File: config.mk
export PLATFORM = sky130hd
export DESIGN_NAME = mem_port_arbiter_flat
export DESIGN_NICKNAME = d
export VERILOG_FILES = /design/src/rtl/mem_port_arbiter_if.sv /design/src/rtl/mem_port_arbiter.sv /design/src/flat_wrapper.sv
export SDC_FILE = /design/constraint.sdc
export NUM_CORES = 1
export LEC_CHECK = 0
export CAP_MARGIN = 15
export CORE_ASPECT_RATIO = 1.2
export CORE_UTILIZATION = 45
export DETAILED_ROUTE_END_ITERATION = 6
export HOLD_SLACK_MARGIN = 0.15
export PLACE_DENSITY = 0.9
export SLEW_MARGIN = 40
export SYNTH_ARGS = -nofsm -noshare
export SYNTH_HDL_FRONTEND = slang
export SYNTH_SLANG_ARGS = --single-unit
export TNS_END_PERCENT = 50
File: constraint.sdc
create_clock -name clk -period 2.8 [get_ports clk]
set_input_delay 0.28 -clock clk [delete_from_list [all_inputs] [get_ports clk]]
set_output_delay 0.28 -clock clk [all_outputs]
set_load 0.02 [all_outputs]
File: src/rtl/mem_port_arbiter_if.sv
// Signal bundle tying the IF/DM requesters and the single memory port to the arbiter.
// The arbiter connects through 'master'. The pipeline and memory side connects through 'slave'.
interface mem_port_arbiter_if #(
  parameter int AW = 32
);
  logic          if_req;
  logic [AW-1:0] if_addr;
  logic [31:0]   if_rdata;
  logic          if_ack;

  logic          dm_req;
  logic          dm_we;
  logic          dm_byte;
  logic [AW-1:0] dm_addr;
  logic [31:0]   dm_wdata;
  logic [31:0]   dm_rdata;
  logic          dm_ack;
  logic          dm_err;

  logic          mem_en;
  logic          mem_we;
  logic          mem_byte;
  logic [AW-1:0] mem_addr;
  logic [31:0]   mem_wdata;
  logic [31:0]   mem_rdata;

  logic          busy;

  modport master (
    input  if_req, if_addr,
    input  dm_req, dm_we, dm_byte, dm_addr, dm_wdata,
    input  mem_rdata,
    output if_rdata, if_ack,
    output dm_rdata, dm_ack, dm_err,
    output mem_en, mem_we, mem_byte, mem_addr, mem_wdata,
    output busy
  );

  modport slave (
    output if_req, if_addr,
    output dm_req, dm_we, dm_byte, dm_addr, dm_wdata,
    output mem_rdata,
    input  if_rdata, if_ack,
    input  dm_rdata, dm_ack, dm_err,
    input  mem_en, mem_we, mem_byte, mem_addr, mem_wdata,
    input  busy
  );
endinterface

File: src/rtl/mem_port_arbiter.sv
// Shares one fixed-latency memory port between instruction fetch and the data stage.
// Data has priority, and a starvation counter forces a fetch after STARVE_MAX data grants.
module mem_port_arbiter #(
  parameter int LAT        = 1,
  parameter int STARVE_MAX = 4,
  parameter int AW         = 32
) (
  input  logic               clk,
  input  logic               reset,
  mem_port_arbiter_if.master bus
);

  localparam int CW = (LAT > 1) ? $clog2(LAT) : 1;
  localparam int SW = (STARVE_MAX > 0) ? $clog2(STARVE_MAX + 1) : 1;
  localparam logic [CW-1:0] LAST_CNT   = CW'(LAT - 1);
  localparam logic [SW-1:0] STARVE_LIM = SW'(STARVE_MAX);
  localparam logic [AW-1:0] WORD_MASK  = ~AW'(3);

  typedef enum logic [1:0] {
    IDLE   = 2'd0,
    ACCESS = 2'd1,
    RESP   = 2'd2,
    ERR    = 2'd3
  } state_e;

  state_e        state_q, state_d;
  logic [CW-1:0] cnt_q, cnt_d;
  logic [SW-1:0] starve_q, starve_d;
  logic          own_dm_q, own_dm_d;
  logic [AW-1:0] addr_q, addr_d;
  logic          we_q, we_d;
  logic          byte_q, byte_d;
  logic [31:0]   wdata_q, wdata_d;
  logic [31:0]   if_rdata_q, if_rdata_d;
  logic [31:0]   dm_rdata_q, dm_rdata_d;

  logic          pick_dm;
  logic          misaligned;

  // A pending fetch overrides data only once the starvation limit is reached.
  assign pick_dm    = bus.dm_req && !(bus.if_req && (starve_q == STARVE_LIM));
  assign misaligned = !bus.dm_byte && (bus.dm_addr[1:0] != 2'b00);

  assign bus.if_rdata = if_rdata_q;
  assign bus.dm_rdata = dm_rdata_q;
  assign bus.busy     = (state_q != IDLE);

  always_ff @(posedge clk) begin
    if (!reset) begin
      state_q    <= IDLE;
      cnt_q      <= '0;
      starve_q   <= '0;
      own_dm_q   <= 1'b0;
      addr_q     <= '0;
      we_q       <= 1'b0;
      byte_q     <= 1'b0;
      wdata_q    <= '0;
      if_rdata_q <= '0;
      dm_rdata_q <= '0;
    end else begin
      state_q    <= state_d;
      cnt_q      <= cnt_d;
      starve_q   <= starve_d;
      own_dm_q   <= own_dm_d;
      addr_q     <= addr_d;
      we_q       <= we_d;
      byte_q     <= byte_d;
      wdata_q    <= wdata_d;
      if_rdata_q <= if_rdata_d;
      dm_rdata_q <= dm_rdata_d;
    end
  end

  always_comb begin
    state_d       = state_q;
    cnt_d         = cnt_q;
    starve_d      = starve_q;
    own_dm_d      = own_dm_q;
    addr_d        = addr_q;
    we_d          = we_q;
    byte_d        = byte_q;
    wdata_d       = wdata_q;
    if_rdata_d    = if_rdata_q;
    dm_rdata_d    = dm_rdata_q;
    bus.if_ack    = 1'b0;
    bus.dm_ack    = 1'b0;
    bus.dm_err    = 1'b0;
    bus.mem_en    = 1'b0;
    bus.mem_we    = 1'b0;
    bus.mem_byte  = 1'b0;
    bus.mem_addr  = '0;
    bus.mem_wdata = '0;

    unique case (state_q)
      IDLE: begin
        cnt_d = '0;
        if (pick_dm) begin
          own_dm_d = 1'b1;
          addr_d   = bus.dm_addr;
          we_d     = bus.dm_we;
          byte_d   = bus.dm_byte;
          wdata_d  = bus.dm_wdata;
          if (!bus.if_req) begin
            starve_d = '0;
          end else if (starve_q != STARVE_LIM) begin
            starve_d = starve_q + SW'(1);
          end
          state_d = misaligned ? ERR : ACCESS;
        end else if (bus.if_req) begin
          own_dm_d = 1'b0;
          addr_d   = bus.if_addr & WORD_MASK;
          we_d     = 1'b0;
          byte_d   = 1'b0;
          wdata_d  = '0;
          starve_d = '0;
          state_d  = ACCESS;
        end
      end

      ACCESS: begin
        bus.mem_en    = 1'b1;
        bus.mem_addr  = addr_q;
        bus.mem_byte  = byte_q;
        bus.mem_wdata = wdata_q;
        // The write strobe fires only in the final cycle, so an aborted store never lands.
        if (cnt_q == LAST_CNT) begin
          bus.mem_we = we_q;
          if (own_dm_q) begin
            dm_rdata_d = bus.mem_rdata;
          end else begin
            if_rdata_d = bus.mem_rdata;
          end
          state_d = RESP;
        end else begin
          cnt_d = cnt_q + CW'(1);
        end
      end

      RESP: begin
        bus.if_ack = !own_dm_q;
        bus.dm_ack = own_dm_q;
        state_d    = IDLE;
      end

      ERR: begin
        bus.dm_ack = 1'b1;
        bus.dm_err = 1'b1;
        state_d    = IDLE;
      end

      default: state_d = IDLE;
    endcase
  end

endmodule

File: src/flat_wrapper.sv
// flat-port wrapper written by rule: the top's interface ports become plain ports
module mem_port_arbiter_flat 
#(
  parameter int LAT        = 1,
  parameter int STARVE_MAX = 4,
  parameter int AW         = 32
)
  (clk, reset, bus_if_req, bus_if_addr, bus_dm_req, bus_dm_we, bus_dm_byte, bus_dm_addr, bus_dm_wdata, bus_mem_rdata, bus_if_rdata, bus_if_ack, bus_dm_rdata, bus_dm_ack, bus_dm_err, bus_mem_en, bus_mem_we, bus_mem_byte, bus_mem_addr, bus_mem_wdata, bus_busy);
  mem_port_arbiter_if #(.AW(AW)) bus_i ();
  input  logic clk;
  input  logic reset;
  input wire logic [$bits(bus_i.if_req)-1:0] bus_if_req;
  input wire logic [$bits(bus_i.if_addr)-1:0] bus_if_addr;
  input wire logic [$bits(bus_i.dm_req)-1:0] bus_dm_req;
  input wire logic [$bits(bus_i.dm_we)-1:0] bus_dm_we;
  input wire logic [$bits(bus_i.dm_byte)-1:0] bus_dm_byte;
  input wire logic [$bits(bus_i.dm_addr)-1:0] bus_dm_addr;
  input wire logic [$bits(bus_i.dm_wdata)-1:0] bus_dm_wdata;
  input wire logic [$bits(bus_i.mem_rdata)-1:0] bus_mem_rdata;
  output wire logic [$bits(bus_i.if_rdata)-1:0] bus_if_rdata;
  output wire logic [$bits(bus_i.if_ack)-1:0] bus_if_ack;
  output wire logic [$bits(bus_i.dm_rdata)-1:0] bus_dm_rdata;
  output wire logic [$bits(bus_i.dm_ack)-1:0] bus_dm_ack;
  output wire logic [$bits(bus_i.dm_err)-1:0] bus_dm_err;
  output wire logic [$bits(bus_i.mem_en)-1:0] bus_mem_en;
  output wire logic [$bits(bus_i.mem_we)-1:0] bus_mem_we;
  output wire logic [$bits(bus_i.mem_byte)-1:0] bus_mem_byte;
  output wire logic [$bits(bus_i.mem_addr)-1:0] bus_mem_addr;
  output wire logic [$bits(bus_i.mem_wdata)-1:0] bus_mem_wdata;
  output wire logic [$bits(bus_i.busy)-1:0] bus_busy;
  assign bus_i.if_req = bus_if_req;
  assign bus_i.if_addr = bus_if_addr;
  assign bus_i.dm_req = bus_dm_req;
  assign bus_i.dm_we = bus_dm_we;
  assign bus_i.dm_byte = bus_dm_byte;
  assign bus_i.dm_addr = bus_dm_addr;
  assign bus_i.dm_wdata = bus_dm_wdata;
  assign bus_i.mem_rdata = bus_mem_rdata;
  assign bus_if_rdata = bus_i.if_rdata;
  assign bus_if_ack = bus_i.if_ack;
  assign bus_dm_rdata = bus_i.dm_rdata;
  assign bus_dm_ack = bus_i.dm_ack;
  assign bus_dm_err = bus_i.dm_err;
  assign bus_mem_en = bus_i.mem_en;
  assign bus_mem_we = bus_i.mem_we;
  assign bus_mem_byte = bus_i.mem_byte;
  assign bus_mem_addr = bus_i.mem_addr;
  assign bus_mem_wdata = bus_i.mem_wdata;
  assign bus_busy = bus_i.busy;
  mem_port_arbiter #(.LAT(LAT), .STARVE_MAX(STARVE_MAX), .AW(AW)) u_core (.clk(clk), .reset(reset), .bus(bus_i));
endmodule
Word-level counts from Yosys, hierarchy flattened
Index checks and enable logic that the tools add are counted.
W data, S select, Z words.
Storage, ports and cells
  input bits: 134
  flip-flop bits (word level): 137
  output and inout bits: 135
  logic and storage cells: 67
Operators by class
  reductions and logical operators: 17
  add/sub/neg operators: 2
  bitwise gates (word level): 2
  multiplexer cells: 28
  eq/ne operators: 8
Operators by type and width (count)
  $mux W32: 6
  $mux W3: 4
  $mux W1: 11
  $reduce_and A3 Y1: 3
  $mux W2: 4
  $reduce_bool A2 Y1: 4
  $ne A3 B3 Y1 const B: 2
  $pmux W2 S3: 1
  $eq A2 B2 Y1 const B: 2
  $pmux W1 S2: 2
  $reduce_and A2 Y1: 2
  $add A3 B1 Y3 const B: 1
  $eq A3 B3 Y1 const B: 1
  $logic_and A1 B1 Y1: 3
  $logic_not A1 Y1: 3
  $ne A3 B2 Y1 const B: 1
  $eq A2 B1 Y1 const B: 1
  $logic_not A2 Y1: 1
  $ne A2 B2 Y1 const B: 1
  $not A1 Y1: 2
  $reduce_or A2 Y1: 1
  $add A1 B1 Y1 const B: 1

Logic depth before layout (Yosys ltp)
Gate-level depths: netlist of run 1.
  depth after elaboration: 6
  depth in mapped cells: 7
  mapped depth without buffers: 5

Worst setup path after synthesis of run 1
OpenSTA, ideal clock, no wires.
  path kind: register -> output
  start: register u_core.state_q[1]
  end: output port bus_mem_wdata[22]
  path slack: 1.254 ns
  arrival time: 1.266 ns
  cell stages (with the launch flop): 5
  path buffers: 2
  data required time: 2.520 ns
  path through: dfxtp_1 buf_6 and2b_1 clkbuf_1 and2_1
Between the ends
  longest elaborated chain between the ends: 2
RTL lines
  start: declaration: line mem_port_arbiter.sv:26  | state_e state_q, state_d;
  start signal: assignment: line mem_port_arbiter.sv:61  | state_q <= state_d;
  $eq A2 B1 Y1: line mem_port_arbiter.sv:94  | unique case (state_q)
  $mux W32: line mem_port_arbiter.sv:94
  end: declaration: line flat_wrapper.sv:29  | output wire logic [$bits(bus_i.mem_wdata)-1:0] bus_mem_wdata;
No other way between the ends.

Worst setup path in the final report of run 1
  start: register u_core.state_q[0]
  end: output port bus_mem_addr[24]
Between the ends
  longest elaborated chain between the ends: 2
RTL lines
  $eq A2 B1 Y1: line mem_port_arbiter.sv:94
  $mux W32: line mem_port_arbiter.sv:94
  end: declaration: line flat_wrapper.sv:28  | output wire logic [$bits(bus_i.mem_addr)-1:0] bus_mem_addr;
No other way between the ends.

==> results.yml, run 1 <==
sta:
  fin_skew_ps: 9.20
  finalWorstSetupSlack_ps: 211
  fmax_ghz: 0.386
  setup_violations: 0
  rsz0062_at_grt: "no"
  slew_headroom_pct: 52.7
  period_needed_ps: 2590
  max_slew.worst_pin.slew_ps: 709
  tns_ps: 0
  post-route-period-util_pct: 92.5
  slew_viol_final: 0
  finalHoldViolations: 0
place:
  io_buffers: 266
  placed_area_sq_um: 8760
  place_congestion: 0.785
  dpl.hpwl_mm: 12.6
  place_ws_ps: 522
global_routing:
  grtUsageTotal_pct: 26.7
  grt_pass1_vias: 6017
  grt_start_max_net_pins: 52
  overflow: 0
  grt_pass1_wl_mm: 29.3
  antenna_found_initial: 0
clock_tree:
  clk_latency_ps: 400
  cts_resized: 0
  cts_buffers: 17
  clk_pin_slew_ps: 60
  hold_buffers: 0
  cts_max_level: 4
  cts-root-buf: "clkbuf_16"
  cts_tree: "built"
  post-cts-setup-buffers: 0
  cts.sinks: 136
  cts_buffer_depth: 2
yosys:
  synth-seq-area-share_pct: 45.0
  synth_nets: 874
  ys_ff_latch: 136
  avgSynthCellArea_sq_um: 8.21
  ys_types: 38
  synthCells: 738
  synthArstFlopShare_pct: 0
  netlist_area_sq_um: 6060
  yosys_most_used_dff: "dfxtp_1"
  yosys_warnings: 0
  synth_edf_count: 0
floorplanning:
  row_count: 46
  num_io_pins: 269
  fp.dieH_microns: 129
  die_x_microns: 108
  core_area_sq_um: 13200
  initial_utilization_pct: 45.9
  die_area_sq_um: 13900
setup_path:
  r2r-start: "u_core.starve_q[0]"
  arrival_ps: 2310
  required_ps: 2520
  path_max_fanout: 37
  reg2reg_depth: 7
  cp_slowest_cell: "clkdlybuf4s50_1"
  start_kind: "flop"
  cp_slowest_stage_delay_ps: 610
  cp-startpoint: "u_core.state_q[0]"
  critPathKind: "reg2out"
  path_cells: "and2b_2 > buf_4 > and2_1 > clkdlybuf4s50_1"
  cp-end-kind: "output port"
layout:
  stdcell_area_sq_um: 9380
  syn2layout_area_growth_pct: 54.9
  antenna_cells: 0
  layout-drive-gt1-share_pct: 6.24
  nets: 1100
hold_path:
  holdCritStartpoint: "u_core.bus.dm_rdata[29]"
  hp-class: "reg2reg"
  whs_path_depth: 2
drt:
  wl_mm: 18.9
  drc: 0
  vias_per_cell: 5.52
  drtIter0Drc: 517
  drtPass1Iterations: 5
  routed-via-count: 6326
  ant_nets: 0
  wire_per_inst_microns: 16.5
power:
  ir_drop_mv: 0.432
  pwr_density_cell_nw_per_um2: 579
  total_leakage_power_nw: 3.50
status:
  run_status: "complete, no violations"
run:
  cap_violations: 0
## worst paths after layout
check                                          endpoint  slack, ps
worst max-delay path                   bus_mem_addr[24]        210
worst min-delay path            u_core.bus.dm_rdata[29]        450
worst max register to register       u_core.wdata_q[18]        810
worst min register to register  u_core.bus.dm_rdata[29]        450
## through the flow
step	power, mW	utilization [%]	hold slack, ps	std cells
after global routing	5.66	71.2	449	1145
after global placement	3.12	66.5	441	1113
after CTS	5.48	71.2	441	1145
after floorplan	2.68	-	416	738
after detailed placement	3.14	66.5	447	1113
final	5.43	71.2	454	1145
## routing by layer
metal  routed length [microns]  GRT usage [%]
met5                         0              0
met4                       552           10.7
met3                      1500           7.80
met2                      9500           46.8
met1                      7310           30.2
## report_power, final
group	switching, mW	total, mW	internal, mW
sequential	0.0679	2.13	2.07
combinational	0.485	0.968	0.482
clock	0.899	2.33	1.43
## cell type report
cell class	instances	area [sq um]
fill	1018	3800
multi-input combinational	519	2990
timing repair buffer	286	2820
sequential	136	2720
clock buffer	18	429
tap	168	210
clock inverter	14	188
inverter	4	16.3
## cell usage after synthesis, drive strengths merged (2+ instances only)
cell type | number | share of area (%)
a21boi | 30 | 3.7
nand4 | 37 | 3.8
clkbuf | 47 | 2.9
buf | 32 | 2.7
a31oi | 2 | 0.21
o21ai | 39 | 3.2
dfxtp | 136 | 45
inv | 4 | 0.25
nor3b | 2 | 0.33
nand3 | 2 | 0.25
ha | 2 | 0.41
nor2 | 4 | 0.41
o21bai | 30 | 3.7
and3 | 30 | 3.1
o311a | 30 | 5.0
a21oi | 103 | 8.5
and2 | 68 | 7.0
nand2 | 129 | 8.0
## flip-flops by register name (all words and copies together), names as in the netlist
register	cells
u_core.addr_q	32
u_core.bus.dm_rdata	32
u_core.bus.if_rdata	32
u_core.wdata_q	32
u_core.starve_q	3
u_core.state_q	2
u_core.byte_q	1
u_core.own_dm_q	1
u_core.we_q	1
## cell usage in the layout, fill, tap and decap left out, types with 2 or more instances in the layout
master and instances:
o21ai_1 2, clkbuf_16 17, ha_1 2, nand2_1 129
a21oi_1 103, buf_4 19, bufinv_16 3, o21bai_1 30
clkdlybuf4s50_1 265, nor2_4 2, a21boi_0 30, a31oi_1 2
inv_8 2, clkinvlp_4 3, dfxtp_1 136, o311a_1 30
and2_1 68, inv_6 5, inv_1 2, and3_1 30
o21ai_0 36, nand4_1 37, nor2_1 2
## critical path: cells and delay by family (launching register included)
kind / cells / cell delay, ps
buf+inv: 2 / 910
flops: 1 / 560
simple gates: 2 / 430
## logic make-up after synthesis
group	synth area share, %
buffers and inverters	5.89
AND/OR/NAND/NOR	23.9
adder cells (fa/ha/maj)	0.413
AO/OA/AOI/OAI	24.9
flip-flops	45.0
Power figures use the tool's default switching activity.
==> run 2, diff against run 1 <==
CORE_UTILIZATION = 30   (was 45)
PLACE_DENSITY = 0.66   (was 0.9)
==> run 2 against run 1 <==
Effect of this change: maximum frequency down 0.12%; die area grew 49%; clock skew down 1.1 ps; cell count grew 7.9%; clock-buffer cell count did not move; sequential power is essentially flat; final area grew 1.6%; global-route usage is 7.9 points lower; core utilization fell by 23 points; via count is 2.9% lower; largest cell class unchanged.
==> results.yml, run 2 (synthesis gave the netlist of run 1 again) <==
status:
  run_status: "complete, no violations"
sta:
  slew_viol_final: 0
  period_needed_ps: 2590
  slew_headroom_pct: 63.1
  setup_violations: 0
  max_slew.worst_pin.slew_ps: 553
  tns_ps: 0
  rsz0062_at_grt: "no"
  fin_skew_ps: 8.12
  fmax_ghz: 0.386
  post-route-period-util_pct: 92.6
  finalHoldViolations: 0
global_routing:
  overflow: 0
  grt_pass1_vias: 5857
  antenna_found_initial: 1
  grt_start_max_net_pins: 71
  grt_pass1_wl_mm: 31.0
  grtUsageTotal_pct: 18.8
clock_tree:
  cts_buffers: 17
  cts-root-buf: "clkbuf_16"
  cts_buffer_depth: 2
  clk_latency_ps: 410
  cts_resized: 0
  cts_max_level: 4
  cts_tree: "built"
  hold_buffers: 0
  cts.sinks: 136
  clk_pin_slew_ps: 60
  post-cts-setup-buffers: 0
layout:
  stdcell_count: 1235
  mostFrequentLayoutCells: "clkdlybuf4s50_1 (265), dfxtp_1 (136), nand2_1 (129)"
  layout-drive-gt1-share_pct: 6.06
  syn2layout_area_growth_pct: 57.4
  stdcell_area_sq_um: 9530
  multiInputGateArea_sq_um: 2990
  fin_util_pct: 48.4
  nets: 1097
  nFillCells: 1947
  antenna_cells: 0
  seqCellArea_sq_um: 2720
  final_common_cell: "clkdlybuf4s50_1"
place:
  place_congestion: 0.788
  io_buffers: 266
  placed_area_sq_um: 8920
  dpl.hpwl_mm: 12.4
  post-place-cells: 1203
drt:
  drtPass1Iterations: 4
  drtIter0Drc: 282
  drc: 0
  ant_nets: 0
  vias_per_cell: 4.97
  wire_per_inst_microns: 15.8
  routed-via-count: 6141
  wl_mm: 19.5
setup_path:
  start_kind: "flop"
  cp_slowest_stage_delay_ps: 620
  cp-end-kind: "output port"
  path_max_fanout: 67
  arrival_ps: 2310
  r2r-start: "u_core.starve_q[0]"
  path_cells: "and2b_2 > buf_12 > and2_1 > clkdlybuf4s50_1"
  critPathKind: "reg2out"
  required_ps: 2520
  cp-startpoint: "u_core.state_q[0]"
  cp_slowest_cell: "clkdlybuf4s50_1"
hold_path:
  holdCritStartpoint: "bus_dm_req"
  hp-class: "in2reg"
run:
  cap_violations: 0
power:
  total_leakage_power_nw: 3.51
  ir_drop_mv: 0.386
  pwr_density_cell_nw_per_um2: 571
  total_power_mw: 5.45
floorplanning:
  die_x_microns: 132
  die_area_sq_um: 20800
  fp.dieH_microns: 158
  initial_utilization_pct: 30.8
  row_count: 56
  num_io_pins: 269
  core_area_sq_um: 19700
==> run 2: cell count changes in the layout (fill, tap and decap cells not counted), sizes merged <==
| cell | delta |
|---|---|
| clkinv | +5 |
| inv | -5 |
| buf | -3 |
==> run 2: power breakdown <==
group	switching (mW)	total (mW)	internal, mW	leakage, nW
Combinational	0.490	0.988	0.497	2.10
Clock	0.899	2.33	1.43	0.293
Sequential	0.0633	2.13	2.07	1.11
==> run 2: critical path: cells and delay by family (launching register included) <==
| family | cells | cell delay [ps] |
|---|---|---|
| buffers and inverters | 2 | 880 |
| DFF | 1 | 580 |
| and+or+nand+nor | 2 | 430 |
==> run 2: path summary, 6_finish.rpt <==
| path | to | slack, ps | depth (start not counted) |
|---|---|---|---|
| min reg2reg | u_core.bus.if_rdata[31] | 450 | 2 |
| max | bus_mem_addr[13] | 210 | 4 |
| min | u_core.wdata_q[22] | 420 | 3 |
| max reg2reg | u_core.addr_q[24] | 950 | 6 |
==> run 2: per-stage QoR <==
stage	setup slack [ps]	hold WS (ps)
detailed placement	623	446
floorplan	1250	416
global route	79.9	439
finish	208	419
global placement	615	440
CTS	168	403
==> run 2: cell type report <==
class	count	area share (%)
inverter	4	0.171
clock inverter	14	1.80
clock buffer	18	4.61
multi-input combinational	519	31.4
timing repair buffer	283	30.0
tap	261	3.43
sequential	136	28.6
==> run 2: routing by layer <==
layer / vias up / wire length [microns] / GRT usage [%]
li1: 3030 / - / -
met1: 2886 / 8340 / 21.5
met2: 206 / 9500 / 32.9
met3: 17 / 1460 / 7.01
met4: 2 / 199 / 4.82
met5: - / 11 / 0
==> run 3, diff against run 2 <==
ABC_CLOCK_PERIOD_IN_PS = 2800   (was not set)
==> results of run 3 <==
Same layout as run 2: the final DEF is identical, and so are final timing and power.
